<file path="config.mk">
export PLATFORM = sky130hd
export DESIGN_NAME = keypad_scanner
export DESIGN_NICKNAME = d
export VERILOG_FILES = /design/src/rtl/keypad_pkg.sv /design/src/rtl/keypad_scan_div.sv /design/src/rtl/keypad_scanner.sv
export SDC_FILE = /design/constraint.sdc
export NUM_CORES = 1
export LEC_CHECK = 0
export BUFFER_PORTS_ARGS = -buffer_cell sky130_fd_sc_hd__buf_2
export CELL_PAD_IN_SITES_DETAIL_PLACEMENT = 0
export CELL_PAD_IN_SITES_GLOBAL_PLACEMENT = 1
export CORE_MARGIN = 5
export CORE_UTILIZATION = 45
export DETAILED_ROUTE_END_ITERATION = 10
export PLACE_DENSITY = 0.88
export SYNTH_ARGS = -nofsm -noshare
export SYNTH_HDL_FRONTEND = slang
export SYNTH_SLANG_ARGS = --single-unit
</file>
<file path="constraint.sdc">
create_clock -name clk -period 3.35 [get_ports clk]
set_input_delay 0.335 -clock clk [delete_from_list [all_inputs] [get_ports clk]]
set_output_delay 0.335 -clock clk [all_outputs]
set_load 0.05 [all_outputs]
</file>
<file path="src/rtl/keypad_pkg.sv">
// Shared types and helpers for the matrix keypad scanner.
package keypad_pkg;

  typedef enum logic [1:0] {StScan, StDebounce, StPressed} state_e;

  typedef enum logic [1:0] {RowNone, RowOne, RowMulti} row_class_e;

  localparam int unsigned MaxRows = 8;

  typedef struct packed {
    logic [2:0] idx;
    logic [3:0] n_low;
  } onehot_t;

  function automatic int unsigned calc_code_w(input int unsigned rows, input int unsigned cols);
    return $clog2(rows * cols);
  endfunction

  // Unused upper rows must be padded high by the caller.
  function automatic onehot_t onehot_idx(input logic [MaxRows-1:0] row_n);
    onehot_t r;
    r = '0;
    for (int i = 0; i < MaxRows; i++) begin
      if (!row_n[i]) begin
        r.idx   = 3'(i);
        r.n_low = r.n_low + 4'd1;
      end
    end
    return r;
  endfunction

  function automatic row_class_e classify(input onehot_t oh);
    if (oh.n_low == 4'd0) return RowNone;
    if (oh.n_low == 4'd1) return RowOne;
    return RowMulti;
  endfunction

endpackage

</file>
<file path="src/rtl/keypad_scan_div.sv">
// Column dwell divider: tick_o is high for one cycle every SCAN_DIV cycles.
module keypad_scan_div #(
  parameter int unsigned SCAN_DIV = 1000
) (
  input  logic clk_i,
  input  logic reset_i,
  output logic tick_o
);

  localparam int unsigned CntW = $clog2(SCAN_DIV);

  logic [CntW-1:0] cnt_q;

  assign tick_o = (cnt_q == CntW'(SCAN_DIV - 1));

  always_ff @(posedge clk_i) begin
    if (reset_i) begin
      cnt_q <= '0;
    end else if (tick_o) begin
      cnt_q <= '0;
    end else begin
      cnt_q <= cnt_q + CntW'(1);
    end
  end

endmodule

</file>
<file path="src/rtl/keypad_scanner.sv">
// Matrix keypad scanner: column scan, press/release debounce, auto-repeat and ghost detection.
module keypad_scanner
  import keypad_pkg::*;
#(
  parameter int unsigned ROWS         = 4,
  parameter int unsigned COLS         = 4,
  parameter int unsigned SCAN_DIV     = 1000,
  parameter int unsigned DEBOUNCE     = 4,
  parameter int unsigned REPEAT_TICKS = 0,
  localparam int unsigned CODE_W      = calc_code_w(ROWS, COLS)
) (
  input  logic              clk,
  input  logic              reset,
  input  logic [ROWS-1:0]   row,
  output logic [COLS-1:0]   col_drive,
  output logic [CODE_W-1:0] key_code,
  output logic              key_valid,
  output logic              key_held,
  output logic              key_release,
  output logic              multi_key
);

  localparam int unsigned ColW   = $clog2(COLS);
  localparam int unsigned CntW   = $clog2(DEBOUNCE + 1);
  localparam int unsigned RepMax = (REPEAT_TICKS > 0) ? REPEAT_TICKS : 1;
  localparam int unsigned RepW   = $clog2(RepMax + 1);

  logic [ROWS-1:0]   row_s1_q, row_s_q;
  state_e            state_q;
  logic [COLS-1:0]   col_drive_q;
  logic [ColW-1:0]   col_idx_q;
  logic [CODE_W-1:0] cand_q, key_code_q;
  logic              key_valid_q, key_held_q, key_release_q, multi_key_q;
  logic [CntW-1:0]   cnt_q, rel_q;
  logic [RepW-1:0]   rep_q;

  logic              tick;
  logic [MaxRows-1:0] row_pad;
  onehot_t           oh;
  row_class_e        cls;
  logic [CODE_W-1:0] code;
  logic [COLS-1:0]   col_rot;
  logic [ColW-1:0]   col_idx_inc;

  keypad_scan_div #(
    .SCAN_DIV (SCAN_DIV)
  ) u_scan_div (
    .clk_i   (clk),
    .reset_i (reset),
    .tick_o  (tick)
  );

  always_comb begin
    row_pad             = '1;
    row_pad[ROWS-1:0]   = row_s_q;
    oh                  = onehot_idx(row_pad);
    cls                 = classify(oh);
    code                = CODE_W'(32'(col_idx_q) * ROWS + 32'(oh.idx));
    col_rot             = {col_drive_q[COLS-2:0], col_drive_q[COLS-1]};
    col_idx_inc         = (col_idx_q == ColW'(COLS - 1)) ? '0 : col_idx_q + ColW'(1);
  end

  always_ff @(posedge clk) begin
    if (reset) begin
      row_s1_q      <= '1;
      row_s_q       <= '1;
      state_q       <= StScan;
      col_drive_q   <= {{(COLS-1){1'b1}}, 1'b0};
      col_idx_q     <= '0;
      cand_q        <= '0;
      key_code_q    <= '0;
      key_valid_q   <= 1'b0;
      key_held_q    <= 1'b0;
      key_release_q <= 1'b0;
      multi_key_q   <= 1'b0;
      cnt_q         <= '0;
      rel_q         <= '0;
      rep_q         <= '0;
    end else begin
      row_s1_q      <= row;
      row_s_q       <= row_s1_q;
      key_valid_q   <= 1'b0;
      key_release_q <= 1'b0;
      multi_key_q   <= 1'b0;
      if (tick) begin
        unique case (state_q)
          StScan: begin
            if (cls == RowOne) begin
              cand_q <= code;
              cnt_q  <= CntW'(1);
              if (DEBOUNCE == 1) begin
                key_code_q  <= code;
                key_valid_q <= 1'b1;
                key_held_q  <= 1'b1;
                rel_q       <= '0;
                rep_q       <= '0;
                state_q     <= StPressed;
              end else begin
                state_q <= StDebounce;
              end
            end else begin
              multi_key_q <= (cls == RowMulti);
              col_drive_q <= col_rot;
              col_idx_q   <= col_idx_inc;
            end
          end
          StDebounce: begin
            if (cls == RowOne && code == cand_q) begin
              if (32'(cnt_q) + 32'd1 >= DEBOUNCE) begin
                key_code_q  <= cand_q;
                key_valid_q <= 1'b1;
                key_held_q  <= 1'b1;
                cnt_q       <= '0;
                rel_q       <= '0;
                rep_q       <= '0;
                state_q     <= StPressed;
              end else begin
                cnt_q <= cnt_q + CntW'(1);
              end
            end else begin
              multi_key_q <= (cls == RowMulti);
              col_drive_q <= col_rot;
              col_idx_q   <= col_idx_inc;
              cnt_q       <= '0;
              state_q     <= StScan;
            end
          end
          StPressed: begin
            if (cls == RowNone) begin
              if (32'(rel_q) + 32'd1 >= DEBOUNCE) begin
                key_release_q <= 1'b1;
                key_held_q    <= 1'b0;
                col_drive_q   <= col_rot;
                col_idx_q     <= col_idx_inc;
                rel_q         <= '0;
                rep_q         <= '0;
                state_q       <= StScan;
              end else begin
                rel_q <= rel_q + CntW'(1);
              end
            end else begin
              rel_q       <= '0;
              multi_key_q <= (cls == RowMulti) || (code != key_code_q);
              // Repeat only advances on ticks where the key is seen down.
              if (REPEAT_TICKS > 0) begin
                if (32'(rep_q) + 32'd1 >= REPEAT_TICKS) begin
                  rep_q       <= '0;
                  key_valid_q <= 1'b1;
                end else begin
                  rep_q <= rep_q + RepW'(1);
                end
              end
            end
          end
          default: state_q <= StScan;
        endcase
      end
    end
  end

  assign col_drive   = col_drive_q;
  assign key_code    = key_code_q;
  assign key_valid   = key_valid_q;
  assign key_held    = key_held_q;
  assign key_release = key_release_q;
  assign multi_key   = multi_key_q;

endmodule
</file>
# Yosys cells after proc, flatten, opt, wreduce, memory -nomap -nowiden
# Cells that the tools add are included.
[totals] reg_bits=44 word_cells=115
[classes] bitwise_logic=5 n_addsub=10 eq_ne=17 n_reduce_logical=19 order_cmp=2 n_mux=48
[ops] cell="two-way mux 2 bit" n=14
[ops] cell="two-way mux 3 bit" n=7
[ops] cell="two-way mux 7 bit" n=3
[ops] cell="two-way mux 4 bit" n=4
[ops] cell="!= test 2 bit (second input constant)" n=7
[ops] cell="two-way mux 1 bit" n=13
[ops] cell="adder 4 x 1 -> 4 bit (second input constant)" n=3
[ops] cell="one-hot mux 2 bit (3 select lines)" n=2
[ops] cell="one-hot mux 3 bit (2 select lines)" n=2
[ops] cell="one-hot mux 4 bit (3 select lines)" n=1
[ops] cell="AND reduction 6 bit" n=2
[ops] cell="adder 10 x 1 -> 10 bit (second input constant)" n=1
[ops] cell="equality test 10 bit (second input constant)" n=1
[ops] cell="adder 3 x 1 -> 4 bit (second input constant)" n=2
[ops] cell="greater-or-equal comparator 4 x 3 -> 1 bit (second input constant)" n=2
[ops] cell="AND reduction 4 bit" n=2
[ops] cell="OR reduction 4 bit" n=2
[ops] cell="adder 3 x 1 -> 3 bit (second input constant)" n=2
[ops] cell="equality test 2 bit (second input constant)" n=3
[ops] cell="AND reduction 3 bit" n=2
[ops] cell="inverter 1 bit" n=5
[ops] cell="AND reduction 5 bit" n=1
[ops] cell="adder 4 x 3 -> 4 bit" n=1
[ops] cell="equality test 2 x 1 -> 1 bit (second input constant)" n=2
[ops] cell="other kinds (14)" n=17

# Longest topological paths before layout
[logic_depth] word_depth=16 mapped_depth=12

# By module
# A second synthesis with hierarchy kept.
[unflattened] hier_cells=249 area_unflattened_um2=2331.0
[modules_own_cells] mod="keypad_scanner" n_inst=1 area_per_inst_um2=1840.5 seq_area_each_um2=680.7 cells_each=193
[modules_own_cells] mod="keypad_scan_div" n_inst=1 area_per_inst_um2=490.5 seq_area_each_um2=200.2 cells_each=56

# Worst setup path before layout
# No wires, ideal clock.
[synth_timing] kind="register -> register" startpoint="register row_s_q[1]" endpoint="register cand_q[0]" setup_time_ns=0.071 required_ns=3.279 stages_incl_launch_ff=12 n_path_buf=1 period_less_slack_ns=2.623 arrival_time_ns=2.552 path_slack_ns=0.727 cell_sequence="dfxtp_1 -> inv_1 -> ha_1 -> xnor2_2 -> ha_1 -> and2b_1 -> xor2_2 -> nand3_2 -> or4_4 -> buf_6 -> a21o_1 -> a21oi_1"
[synth_via] elab_chain_len=12 word_cells_on_any_way=16
[synth_rtl] item="start: declaration" line_no="keypad_scanner.sv:28" text="logic [ROWS-1:0] row_s1_q, row_s_q;"
[synth_rtl] item="start signal: assignment" line_no="keypad_scanner.sv:81" text="row_s_q <= row_s1_q;"
[synth_rtl] item="two-way mux 7 bit (*)" line_no="keypad_pkg.sv:24" text="if (!row_n[i]) begin"
[synth_rtl] item="adder 4 x 1 -> 4 bit" line_no="keypad_pkg.sv:26" text="r.n_low = r.n_low + 4'd1;"
[synth_rtl] item="two-way mux 7 bit (*)" line_no="keypad_pkg.sv:24"
[synth_rtl] item="adder 4 x 1 -> 4 bit" line_no="keypad_pkg.sv:26"
[synth_rtl] item="two-way mux 7 bit (*)" line_no="keypad_pkg.sv:24"
[synth_rtl] item="equality test 4 x 1 -> 1 bit" line_no="keypad_pkg.sv:34" text="if (oh.n_low == 4'd1) return RowOne;"
[synth_rtl] item="two-way mux 1 bit (2 in a row)" line_no="keypad_pkg.sv:34"
[synth_rtl] item="two-way mux 2 bit" line_no="keypad_pkg.sv:35" text="return RowMulti;"
[synth_rtl] item="two-way mux 2 bit" line_no="keypad_pkg.sv:34"
[synth_rtl] item="equality test 2 x 1 -> 1 bit" line_no="keypad_scanner.sv:88" text="if (cls == RowOne) begin"
[synth_rtl] item="AND reduction 3 bit (no source line)"
[synth_rtl] item="end signal: assignment" line_no="keypad_scanner.sv:89" text="cand_q <= code;"
[synth_rtl] item="end: declaration" line_no="keypad_scanner.sv:32" text="logic [CODE_W-1:0] cand_q, key_code_q;"
# Mark *: on every way between the ends. The rest lies on a longest branch, timed or not. The select of a mux whose other input is x is not followed.
# A chain may end at the register's enable or synchronous reset.

# Final worst setup path
[layout_timing] startpoint="register row_s_q[1]" endpoint="register col_drive_q[2] (netlist: col_drive[2])"
[layout_via] elab_chain_len=14 word_cells_on_any_way=22
[layout_rtl] item="two-way mux 7 bit (*)" line_no="keypad_pkg.sv:24"
[layout_rtl] item="adder 4 x 1 -> 4 bit" line_no="keypad_pkg.sv:26"
[layout_rtl] item="two-way mux 7 bit (*)" line_no="keypad_pkg.sv:24"
[layout_rtl] item="adder 4 x 1 -> 4 bit" line_no="keypad_pkg.sv:26"
[layout_rtl] item="two-way mux 7 bit (*)" line_no="keypad_pkg.sv:24"
[layout_rtl] item="equality test 4 x 1 -> 1 bit" line_no="keypad_pkg.sv:34"
[layout_rtl] item="two-way mux 1 bit (2 in a row)" line_no="keypad_pkg.sv:34"
[layout_rtl] item="two-way mux 2 bit" line_no="keypad_pkg.sv:35"
[layout_rtl] item="two-way mux 2 bit" line_no="keypad_pkg.sv:34"
[layout_rtl] item="equality test 2 x 1 -> 1 bit" line_no="keypad_scanner.sv:88, keypad_scanner.sv:108"
[layout_rtl] item="logical AND 1 bit" line_no="keypad_scanner.sv:108" text="if (cls == RowOne && code == cand_q) begin"
[layout_rtl] item="!= test 2 bit (no source line)"
[layout_rtl] item="AND reduction 6 bit (no source line) (*)"
[layout_rtl] item="end signal: assignment" line_no="keypad_scanner.sv:103" text="col_drive_q <= col_rot;"
[layout_rtl] item="end signal: assignment" line_no="keypad_scanner.sv:122" text="col_drive_q <= col_rot;"
[layout_rtl] item="end signal: assignment" line_no="keypad_scanner.sv:133" text="col_drive_q <= col_rot;"
[layout_rtl] item="end: declaration" line_no="keypad_scanner.sv:30" text="logic [COLS-1:0] col_drive_q;"
# Marks and branches as above.

==> results.yml <==
yosys:
  syn_area_per_cell_um2: 9.16
  yosysWarnings: 0
  netlist-cell-type-count: 47
  synth-seq-cells: 44
  async_flop_share_pct: 0
  synth_area_leaders: "sky130_fd_sc_hd__dfxtp_1, sky130_fd_sc_hd__mux2i_1, sky130_fd_sc_hd__nor2_1, sky130_fd_sc_hd__ha_1, sky130_fd_sc_hd__xnor2_1"
  top_cell_type_s_share_of_synthesized_area_pct: 41.6
  synth.largest_area_cell: "sky130_fd_sc_hd__dfxtp_1"
  edff_count_synth: 0
  synthesis.instances: 231
  sequential_area_share_after_synthesis_pct: 41.6
  yosys_most_used_dff: "sky130_fd_sc_hd__dfxtp_1"
  synth_fp_nets: 244
  post_synth_instance_area_um2: 2120
finish:
  n_fill_cell: 464
  n_antenna_cell: 0
  finish.net_count: 260
  post_route_cells_drive_above_1_share_pct: 16.5
  area_delta_synth_final_pct: 10.6
  multiInputGateArea_um2: 1170
  layout.cells.most_common: "sky130_fd_sc_hd__dfxtp_1"
  layout_common_cells: "sky130_fd_sc_hd__dfxtp_1, sky130_fd_sc_hd__nor2_1, sky130_fd_sc_hd__buf_2"
  register_area_um2: 881
timing:
  fmax_mhz: 358
  skew_ns: 0.00527
  post_route_hold_slack_ns: 0.216
  smallest_setup_slack_after_layout_ns: 0.554
  slew_headroom_pct: 59.2
  hold_violations: 0
  slew_viol_final: 0
  unrepaired_setup_endpoints_after_global_routing: "no"
  worst_pin_slew_ns: 0.611
  final-setup-viol-count: 0
  timing.setup.tns_ns: 0
  period_share_pct: 83.5
  post-route-min-period_ns: 2.80
drt:
  drt-total-wl_um: 3670
  route.antenna.remaining_nets: 0
  drt-wirelength-per-cell_um: 12.1
  drc: 0
  via_count: 1614
  routed_via_density: 5.34
  drt_iter0_drc: 115
  first_pass_iters: 5
worst_setup_path:
  worstPathMaxFanout: 5
  cp-end-kind: "register"
  worstPathArrival_ns: 3.02
  crit_family: "simple AND/OR/NAND/NOR gates"
  path_common_cell: "sky130_fd_sc_hd__ha_1"
  crit_path_start_kind: "register"
  crit_path_cell_trace: "inv_1 > ha_1 > xnor2_2 > ha_1 > nand2b_1 > o31a_1 > and4_1 > a222oi_1 > nor2_1 > mux2i_1"
  cp_required_ns: 3.58
  critical_path.slowest_cell: "sky130_fd_sc_hd__nor2_1"
  rrSetupSlack_ns: 0.55
  worstPathBufferInverterCount: 1
  cpPeakStageDelay_ns: 0.49
  critical_path_class: "reg -> reg"
placement:
  placement.setup.worst_slack_ns: 0.559
  io_buffer_count: 17
  gpl.final_weighted_congestion: 0.838
  hpwl_um: 2620
floorplan:
  io_pins: 18
  core_region_area_um2: 4630
  die-width_um: 78.6
  std_cell_rows: 25
  initial_core_util_pct: 45.7
  die_height_um: 78.6
  die_area_um2: 6170
grt:
  grt_pass1_wl_um: 6600
  antenna_found_initial: 0
  globalRouteOverflowTotal: 0
  grt_start_max_net_pins: 39
  grt_usage_pct: 13.2
  grt_pass1_vias: 1451
power:
  total_leakage_power_nw: 0.894
  power.density_cell_area_nw_per_um2: 427
  vdd_drop_max_mv: 0.283
hold_path:
  hold_class: "in -> reg"
cts:
  clock_root_buffer: "sky130_fd_sc_hd__clkbuf_8"
  cts.path.max_buffers: 2
  tritoncts.num_buffers: 5
  cts.repair_timing.setup_buffer_count: 0
  clkSlewWorstSetupHoldPaths_ns: 0.08
  tritoncts_num_sinks: 44
  cts-hold-fix-buffers: 0
  cts-resized-gates: 0
  tritoncts: "done"
  cts_htree_levels: 2
  clock_latency_late_sink_ns: 0.30
status:
  outcome: "finished, final reports clean"
flow_run:
  count_of_maximum_capacitance_violations: 0
## synth_stat cells, types with 2 or more instances
cell                       count
sky130_fd_sc_hd__a211oi_1      2
sky130_fd_sc_hd__a21oi_1       9
sky130_fd_sc_hd__a311oi_1      2
sky130_fd_sc_hd__and3_1        2
sky130_fd_sc_hd__and4_1        2
sky130_fd_sc_hd__clkbuf_1      6
sky130_fd_sc_hd__dfxtp_1      44
sky130_fd_sc_hd__ha_1          7
sky130_fd_sc_hd__inv_1         6
sky130_fd_sc_hd__mux2i_1      15
sky130_fd_sc_hd__nand2_1      14
sky130_fd_sc_hd__nand2b_1      9
sky130_fd_sc_hd__nand3_1       7
sky130_fd_sc_hd__nand4_1       4
sky130_fd_sc_hd__nor2_1       30
sky130_fd_sc_hd__nor2b_1       2
sky130_fd_sc_hd__nor3_1        8
sky130_fd_sc_hd__nor3b_1       5
sky130_fd_sc_hd__nor4_1        2
sky130_fd_sc_hd__nor4bb_1      2
sky130_fd_sc_hd__o21ai_0       4
sky130_fd_sc_hd__o31a_1        2
sky130_fd_sc_hd__or2_2         9
sky130_fd_sc_hd__or3_1         3
sky130_fd_sc_hd__xnor2_1       9
sky130_fd_sc_hd__xnor2_2       2
sky130_fd_sc_hd__xor2_1        4
## where the power goes
group | leakage (nW) | total (W) | internal [W] | switching (W)
combinational | 0.483 | 0.0000626 | 0.0000262 | 0.0000364
clock | 0.0541 | 0.000401 | 0.000221 | 0.000181
sequential | 0.357 | 0.000537 | 0.000530 | 0.00000675
## layout make-up
class                   count  share of cell area, %
clock buffers               5                   2.94
well taps                  54                   2.89
inverters                   6                  0.962
clock inverters             3                   1.82
multi-input cells         173                   50.1
flip-flops and latches     44                   37.6
repair buffers             17                   3.63
## routing by layer
metal  GRT usage [%]  part of all wire [%]  up-vias
li1                -                     -      837
met1            18.0                    51      740
met2            19.6                    42       31
met3            3.67                   5.1        6
met4            5.24                   1.9        0
met5               0                     0        -
## flip-flops by register name, summed over array words and instances (netlist names), 3 cells and up
name              cells
u_scan_div.cnt_q     10
cand_q                4
col_drive             4
key_code              4
row_s1_q              4
row_s_q               4
cnt_q                 3
rel_q                 3
## through the flow
step	power, W	std cells	util [%]	area [um^2]
3_3_place_gp	0.000612	294	48.2	2230
2_1_floorplan	0.000600	231	-	2120
6_report	0.00100	302	50.6	2340
3_5_place_dp	0.000612	294	48.2	2230
5_1_grt	0.00105	302	50.6	2340
4_1_cts	0.00101	302	50.6	2340
## cells by family (layout without fill, tap and decap cells)
logic type	count (synthesis)	count (layout)	synth area share [%]
and+or+nand+nor	108	108	27.7
DFF	44	44	41.6
AOI/OAI and AO/OA	27	27	8.87
xor gates and xnor gates	16	16	7.69
muxes	15	15	7.10
buffers and inverters	14	31	2.90
adders and majority gates	7	7	4.14
## worst paths after layout
kind | start | endpoint | cells past startpoint
min reg2reg | row_s1_q[0]$_SDFF_PP1_ | row_s_q[0]$_SDFF_PP1_ | 1
max | row_s_q[1]$_SDFF_PP1_ | col_drive[2]$_SDFFE_PP1P_ | 10
max reg2reg | row_s_q[1]$_SDFF_PP1_ | col_drive[2]$_SDFFE_PP1P_ | 10
min | row[0] | row_s1_q[0]$_SDFF_PP1_ | 2
## worst reg2reg max path, cell delays in order, from the launching register on
cell and delay (ns):
sky130_fd_sc_hd__dfxtp_1 0.39, sky130_fd_sc_hd__inv_1 0.06, sky130_fd_sc_hd__ha_1 0.32, sky130_fd_sc_hd__xnor2_2 0.26
sky130_fd_sc_hd__ha_1 0.29, sky130_fd_sc_hd__nand2b_1 0.09, sky130_fd_sc_hd__o31a_1 0.23, sky130_fd_sc_hd__and4_1 0.24
sky130_fd_sc_hd__a222oi_1 0.12, sky130_fd_sc_hd__nor2_1 0.49, sky130_fd_sc_hd__mux2i_1 0.24
Note: power is estimated with default switching activity, not from simulation.
